**src/rtl/upuart_rx_if.sv**
```systemverilog
// Receive-side byte handshake between upuart_rx and its consumer
// (register/FIFO logic). The receiver drives the byte, its framing flag and
// valid. The consumer drives ready.
interface upuart_rx_if;
  logic [7:0] rx_data;
  logic       rx_ferr;
  logic       rx_valid;
  logic       rx_ready;

  modport master (output rx_data, output rx_ferr, output rx_valid, input rx_ready);
  modport slave  (input rx_data, input rx_ferr, input rx_valid, output rx_ready);
endinterface

```
**src/rtl/upuart_rx.sv**
```systemverilog
// upuart_rx: 8N1 UART receive deserializer using a 16x oversampling strobe.
// Each bit is sampled three times (ticks 7, 8 and 9 of the bit) and the
// samples are voted 2-of-3. The frame ends at mid-stop so the receiver can
// resync on a start edge that follows immediately. Completed bytes land in a
// valid/ready output register. A completion that finds the register still
// full is dropped and reported with a one-cycle overrun pulse.
module upuart_rx (
  input  logic        clk,
  input  logic        nrst,
  input  logic        enable,
  input  logic        tick,
  input  logic        rxd,
  upuart_rx_if.master rx,
  output logic        overrun,
  output logic        busy
);

  typedef enum logic [1:0] {
    IDLE  = 2'd0,
    START = 2'd1,
    DATA  = 2'd2,
    STOP  = 2'd3
  } state_t;

  // 2-of-3 majority vote over the three mid-bit samples
  function automatic logic maj3(input logic [2:0] s);
    return (s[0] & s[1]) | (s[0] & s[2]) | (s[1] & s[2]);
  endfunction

  state_t      state_r, state_n;
  logic [1:0]  sync_r;
  logic        rxs_s;
  logic [3:0]  tcnt_r, tcnt_n;
  logic [2:0]  bcnt_r, bcnt_n;
  logic [7:0]  shift_r, shift_n;
  logic [2:0]  samp_r, samp_n;
  logic        maj_now_s;
  logic        maj_all_s;
  logic        done_s;
  logic        ferr_s;
  logic [7:0]  data_r;
  logic        ferr_r;
  logic        valid_r;
  logic        overrun_r;

  assign rxs_s = sync_r[1];
  // Vote that includes the sample being taken on this tick (tcnt 9 decisions)
  assign maj_now_s = maj3({samp_r[1:0], rxs_s});
  // Vote over the three stored samples (end-of-bit decisions)
  assign maj_all_s = maj3(samp_r);

  // Two-flop synchronizer for the asynchronous serial line (idles high)
  always_ff @(posedge clk) begin
    if (!nrst) begin
      sync_r <= 2'b11;
    end else begin
      sync_r <= {sync_r[0], rxd};
    end
  end

  // Frame state, tick/bit counters, shift register and sample history
  always_ff @(posedge clk) begin
    if (!nrst) begin
      state_r <= IDLE;
      tcnt_r  <= 4'd0;
      bcnt_r  <= 3'd0;
      shift_r <= 8'h00;
      samp_r  <= 3'b000;
    end else begin
      state_r <= state_n;
      tcnt_r  <= tcnt_n;
      bcnt_r  <= bcnt_n;
      shift_r <= shift_n;
      samp_r  <= samp_n;
    end
  end

  // Next-state logic: advance only on tick; disable forces IDLE with counters cleared
  always_comb begin
    state_n = state_r;
    tcnt_n  = tcnt_r;
    bcnt_n  = bcnt_r;
    shift_n = shift_r;
    samp_n  = samp_r;
    done_s  = 1'b0;
    ferr_s  = 1'b0;
    if (!enable) begin
      state_n = IDLE;
      tcnt_n  = 4'd0;
      bcnt_n  = 3'd0;
    end else if (tick) begin
      tcnt_n = tcnt_r + 4'd1;
      if ((tcnt_r >= 4'd7) && (tcnt_r <= 4'd9)) begin
        samp_n = {samp_r[1:0], rxs_s};
      end else begin
        samp_n = samp_r;
      end
      case (state_r)
        IDLE: begin
          // The detect tick is tick 0 of the start bit
          if (!rxs_s) begin
            state_n = START;
            tcnt_n  = 4'd1;
          end else begin
            tcnt_n  = 4'd0;
          end
        end
        START: begin
          if ((tcnt_r == 4'd9) && maj_now_s) begin
            state_n = IDLE;
            tcnt_n  = 4'd0;
          end else if (tcnt_r == 4'd15) begin
            state_n = DATA;
            bcnt_n  = 3'd0;
          end else begin
            state_n = START;
          end
        end
        DATA: begin
          if (tcnt_r == 4'd15) begin
            shift_n = {maj_all_s, shift_r[7:1]};
            bcnt_n  = bcnt_r + 3'd1;
            if (bcnt_r == 3'd7) begin
              state_n = STOP;
            end else begin
              state_n = DATA;
            end
          end else begin
            state_n = DATA;
          end
        end
        STOP: begin
          if (tcnt_r == 4'd9) begin
            done_s  = 1'b1;
            ferr_s  = ~maj_now_s;
            state_n = IDLE;
            tcnt_n  = 4'd0;
          end else begin
            state_n = STOP;
          end
        end
        default: begin
          state_n = IDLE;
          tcnt_n  = 4'd0;
        end
      endcase
    end else begin
      state_n = state_r;
    end
  end

  // Output byte register: load on completion if free or being drained, else flag overrun
  always_ff @(posedge clk) begin
    if (!nrst) begin
      data_r    <= 8'h00;
      ferr_r    <= 1'b0;
      valid_r   <= 1'b0;
      overrun_r <= 1'b0;
    end else if (done_s) begin
      if (!valid_r || rx.rx_ready) begin
        data_r    <= shift_r;
        ferr_r    <= ferr_s;
        valid_r   <= 1'b1;
        overrun_r <= 1'b0;
      end else begin
        overrun_r <= 1'b1;
      end
    end else begin
      overrun_r <= 1'b0;
      if (valid_r && rx.rx_ready) begin
        valid_r <= 1'b0;
      end else begin
        valid_r <= valid_r;
      end
    end
  end

  assign rx.rx_data  = data_r;
  assign rx.rx_ferr  = ferr_r;
  assign rx.rx_valid = valid_r;
  assign overrun     = overrun_r;
  assign busy        = (state_r != IDLE);

endmodule

```
**src/flat_wrapper.sv**
```systemverilog
// flat-port wrapper written by rule: the top's interface ports become plain ports
module upuart_rx_flat 
  (clk, nrst, enable, tick, rxd, overrun, busy, rx_rx_data, rx_rx_ferr, rx_rx_valid, rx_rx_ready);
  upuart_rx_if rx_i ();
  input  logic clk;
  input  logic nrst;
  input  logic enable;
  input  logic tick;
  input  logic rxd;
  output logic overrun;
  output logic busy;
  output wire logic [$bits(rx_i.rx_data)-1:0] rx_rx_data;
  output wire logic [$bits(rx_i.rx_ferr)-1:0] rx_rx_ferr;
  output wire logic [$bits(rx_i.rx_valid)-1:0] rx_rx_valid;
  input wire logic [$bits(rx_i.rx_ready)-1:0] rx_rx_ready;
  assign rx_rx_data = rx_i.rx_data;
  assign rx_rx_ferr = rx_i.rx_ferr;
  assign rx_rx_valid = rx_i.rx_valid;
  assign rx_i.rx_ready = rx_rx_ready;
  upuart_rx u_core (.clk(clk), .nrst(nrst), .enable(enable), .tick(tick), .rxd(rxd), .rx(rx_i), .overrun(overrun), .busy(busy));
endmodule
```
**config.mk**
```make
export PLATFORM = sky130hd
export DESIGN_NAME = upuart_rx_flat
export DESIGN_NICKNAME = d
export VERILOG_FILES = /design/src/rtl/upuart_rx_if.sv /design/src/rtl/upuart_rx.sv /design/src/flat_wrapper.sv
export SDC_FILE = /design/constraint.sdc
export NUM_CORES = 1
export LEC_CHECK = 0
export CORE_ASPECT_RATIO = 0.6
export CORE_MARGIN = 2
export CORE_UTILIZATION = 40
export CTS_CLUSTER_DIAMETER = 80
export CTS_CLUSTER_SIZE = 8
export DETAILED_ROUTE_END_ITERATION = 10
export PLACE_DENSITY = 0.64
export SLEW_MARGIN = 20
export SYNTH_ARGS = -nofsm -noshare
export SYNTH_HDL_FRONTEND = slang
export SYNTH_SLANG_ARGS = --single-unit
```
**constraint.sdc**
```tcl
create_clock -name clk -period 1.5 [get_ports clk]
set_input_delay 0.3 -clock clk [delete_from_list [all_inputs] [get_ports clk]]
set_output_delay 0.3 -clock clk [all_outputs]
set_load 0.01 [all_outputs]
```
==> impl_metrics.ini <==
[drt]
drc = 0
first_iter_violations = 98
vias = 1214
routed_wl_um = 3190
dr.pass1.iters = 4
viasPerCell = 5.10
wire_per_inst_um = 13.4
ant_nets = 0

[setup_path]
cp.required_ns = 1.67
crit_chain = inv_4 > ha_4 > nand4b_1 > nor3_4 > buf_6 > buf_12 > nand2_2 > o211a_1
max_stage_delay_ns = 0.36
r2r-start = u_core.tcnt_r[1]$_SDFFE_PN0P_
endpoint_kind = flip-flop
slowest_stage = dfxtp_4
r2r_cells = 8
critPathMaxFanout = 5
critPathLaunchType = flip-flop
cp.arrival_ns = 1.66
rrSetupSlack_ns = 0.02
worstReg2RegEnd = u_core.rx.rx_ferr$_SDFFE_PN0P_
worstSetupPathType = reg2reg

[run_status]
status = completed

[finish]
final_cell_mix = dfxtp_1 (30), nand2_1 (20), buf_4 (14)
finalCoreUtilization_pct = 59.8
fin_cells = 238
antenna_cells = 0
layout_commonest_cell = dfxtp_1
syn2layout_area_growth_pct = 38.1
drive_gt1_share_pct = 22.8
layout.nets = 203
fillCellCount = 291

[pwr]
p_total_mw = 1.59
powerDensity_mw_per_mm2 = 791
ir_drop_v = 0.000509
leakage_nw = 0.829

[placement]
gp_congestion = 0.865
hpwl_um = 2180
placed_cells = 226
port_buffers = 17

[synth]
yosys.cell_types.count = 38
synth-seq-cells = 33
synth_top_cell_by_area = dfxtp_1
yosysSeqAreaShare_pct = 45.4
netlist_area_mm2 = 0.00146
syn_inst = 156
yosys-top-cells-area = dfxtp_1 (45%), mux2i_1 (7.6%), nand2_1 (5.4%), ha_1 (4.3%), nand3_1 (3.8%)
synthesis.nets = 167
syn_avg_cell_area_um2 = 9.34
synth.yosys.warnings = 0
synth_top_area_share_pct = 45.4

[grt]
grt_use_total_pct = 17.0
first_global_vias = 1132
grt_max_degree = 34
grt_pass1_wl_um = 5260
antenna_found_initial = 0
grt_overflow_total = 0

[clock_network]
root_buffer = clkbuf_8
cts_buffers = 5
clkTransAtPathRegs_ns = 0.06
clock_path_buffers = 2
cts_sinks = 33
ctsHoldBuffers = 0
cts_tree = done
htree_levels = 2
clk-insertion-delay-late_ns = 0.28

[worst_hold_path]
holdPathStages = 1
min_to = u_core.sync_r[1]$_SDFF_PN1_
hp-start = u_core.sync_r[0]$_SDFF_PN1_
hp-class = reg2reg

[timing]
setup_tns_ns = 0
worst_pin_slew_ns = 0.302
clock.fmax_ghz = 0.674
rsz0062_at_grt = true
fin_crit_sh_pct = 98.8
maxSlewHeadroom_pct = 79.7
skew_ns = 0.00541
hold_violations = 0
final_max_slew_viol_count = 0
setup_viol = 0
period_minus_slack_ns = 1.48

[floorplan]
coreArea_mm2 = 0.00336
io_pins = 18
initial_core_util_pct = 43.3
dieHeight_um = 50.7
num_rows = 16
die_area_mm2 = 0.00416
die_w_um = 81.9

[job]
max_cap_violations = 0
[area by class of cell]
type / count / area [um^2] / area share (%)
Clock buffer: 6 / 72.6 / 3.61
Sequential cell: 33 / 672 / 33.4
Inverter: 4 / 17.5 / 0.871
Tap cell: 45 / 56.3 / 2.80
Timing Repair Buffer: 36 / 384 / 19.1
Multi-Input combinational cell: 112 / 800 / 39.7
Clock inverter: 2 / 10.0 / 0.498
[stage by stage]
step | cell area [um^2] | hold WS, ns | worst slack [ns]
floorplan | 1460 | 0.386 | 0.0293
global placement | 1780 | 0.399 | -0.204
detailed placement | 1780 | 0.398 | -0.241
CTS | 1880 | 0.414 | 0.000785
global route | 2010 | 0.429 | -0.0678
finish | 2010 | 0.411 | 0.0174
[cells by family after synthesis]
| logic type | after synthesis | share of synthesized area [%] |
|---|---|---|
| xor gates and xnor gates | 2 | 1.20 |
| adders and majority gates | 6 | 5.07 |
| and+or+nand+nor | 62 | 23.0 |
| buffers and inverters | 11 | 3.52 |
| muxes | 12 | 8.33 |
| DFF | 33 | 45.4 |
| AOI/OAI and AO/OA | 30 | 13.5 |
[flip-flops by register name, summed over array words and instances (netlist names)]
| signal | flops |
|---|---|
| u_core.shift_r | 8 |
| u_core.sync_r | 2 |
| u_core.rx.rx_valid | 1 |
| u_core.rx.rx_data | 8 |
| u_core.samp_r | 3 |
| u_core.bcnt_r | 3 |
| u_core.state_r | 2 |
| u_core.tcnt_r | 4 |
| u_core.overrun | 1 |
| u_core.rx.rx_ferr | 1 |
[timing repair]
| item | in CTS | in global routing |
|---|---|---|
| pin swaps | 1 | 5 |
| setup buffers | 0 | 2 |
| hold endpoints to repair | 0 | 0 |
| resized for setup | 8 | 22 |
| endpoints found under the setup margin | 9 | 27 |
| gates cloned | 0 | 2 |
[worst max-delay path by stage]
stage                                         from                              to  slack, ns  cells past startpoint
floorplan            u_core.tcnt_r[0]$_SDFFE_PN0P_  u_core.shift_r[0]$_SDFFE_PN0P_       0.03                      5
detailed placement                            tick  u_core.shift_r[1]$_SDFFE_PN0P_      -0.24                      6
global placement                              tick  u_core.shift_r[0]$_SDFFE_PN0P_      -0.20                      6
finish               u_core.tcnt_r[1]$_SDFFE_PN0P_  u_core.rx.rx_ferr$_SDFFE_PN0P_       0.02                      8
CTS                 u_core.state_r[0]$_SDFFE_PN0P_                            busy     0.0008                      2
global route         u_core.tcnt_r[1]$_SDFFE_PN0P_  u_core.rx.rx_ferr$_SDFFE_PN0P_      -0.07                      8
[Yosys cell counts]
cell       instances
a21oi_1            3
mux2i_1           11
and3_1             1
o32a_1             1
nand4_1            1
nand2b_1           4
o22ai_1            4
a22o_1             2
maj3_2             1
or2_2              1
mux2_2             1
o221a_2            1
dfxtp_1           33
xor2_1             2
nor2b_1            8
o21a_1             2
clkbuf_1           3
buf_1              1
o211a_1            2
o21ai_0           10
buf_6              1
and2_1             1
nor2_1             7
a31oi_1            1
inv_1              4
and3b_1            1
nor4_1             1
a21o_1             1
nand2b_2           1
o21ai_1            2
nand2_1           21
nand3_2            1
nand4b_1           1
nand3_1           11
buf_2              2
ha_1               5
nor3_4             2
o2111ai_1          1
[routing by layer]
metal,wire length [um],GRT usage [%]
met1,1640,23.9
met2,1320,23.6
met3,177,5.76
met4,48,6.94
met5,0,0
[worst max-delay path: cells and delay by family, from the launching register on]
family | cells | cell delay (ns)
adder cells (fa/ha/maj) | 1 | 0.12
AND/OR/NAND/NOR | 3 | 0.45
buffers and inverters | 3 | 0.32
AO/OA/AOI/OAI | 1 | 0.12
flip-flops | 1 | 0.36
[report_power, final]
| group | leakage, nW | internal [mW] | switching [mW] |
|---|---|---|---|
| sequential | 0.269 | 0.877 | 0.00641 |
| clock | 0.0450 | 0.321 | 0.302 |
| combinational | 0.515 | 0.0442 | 0.0418 |
| total | 0.829 | 1.24 | 0.350 |
(Power assumes the default switching activity.)
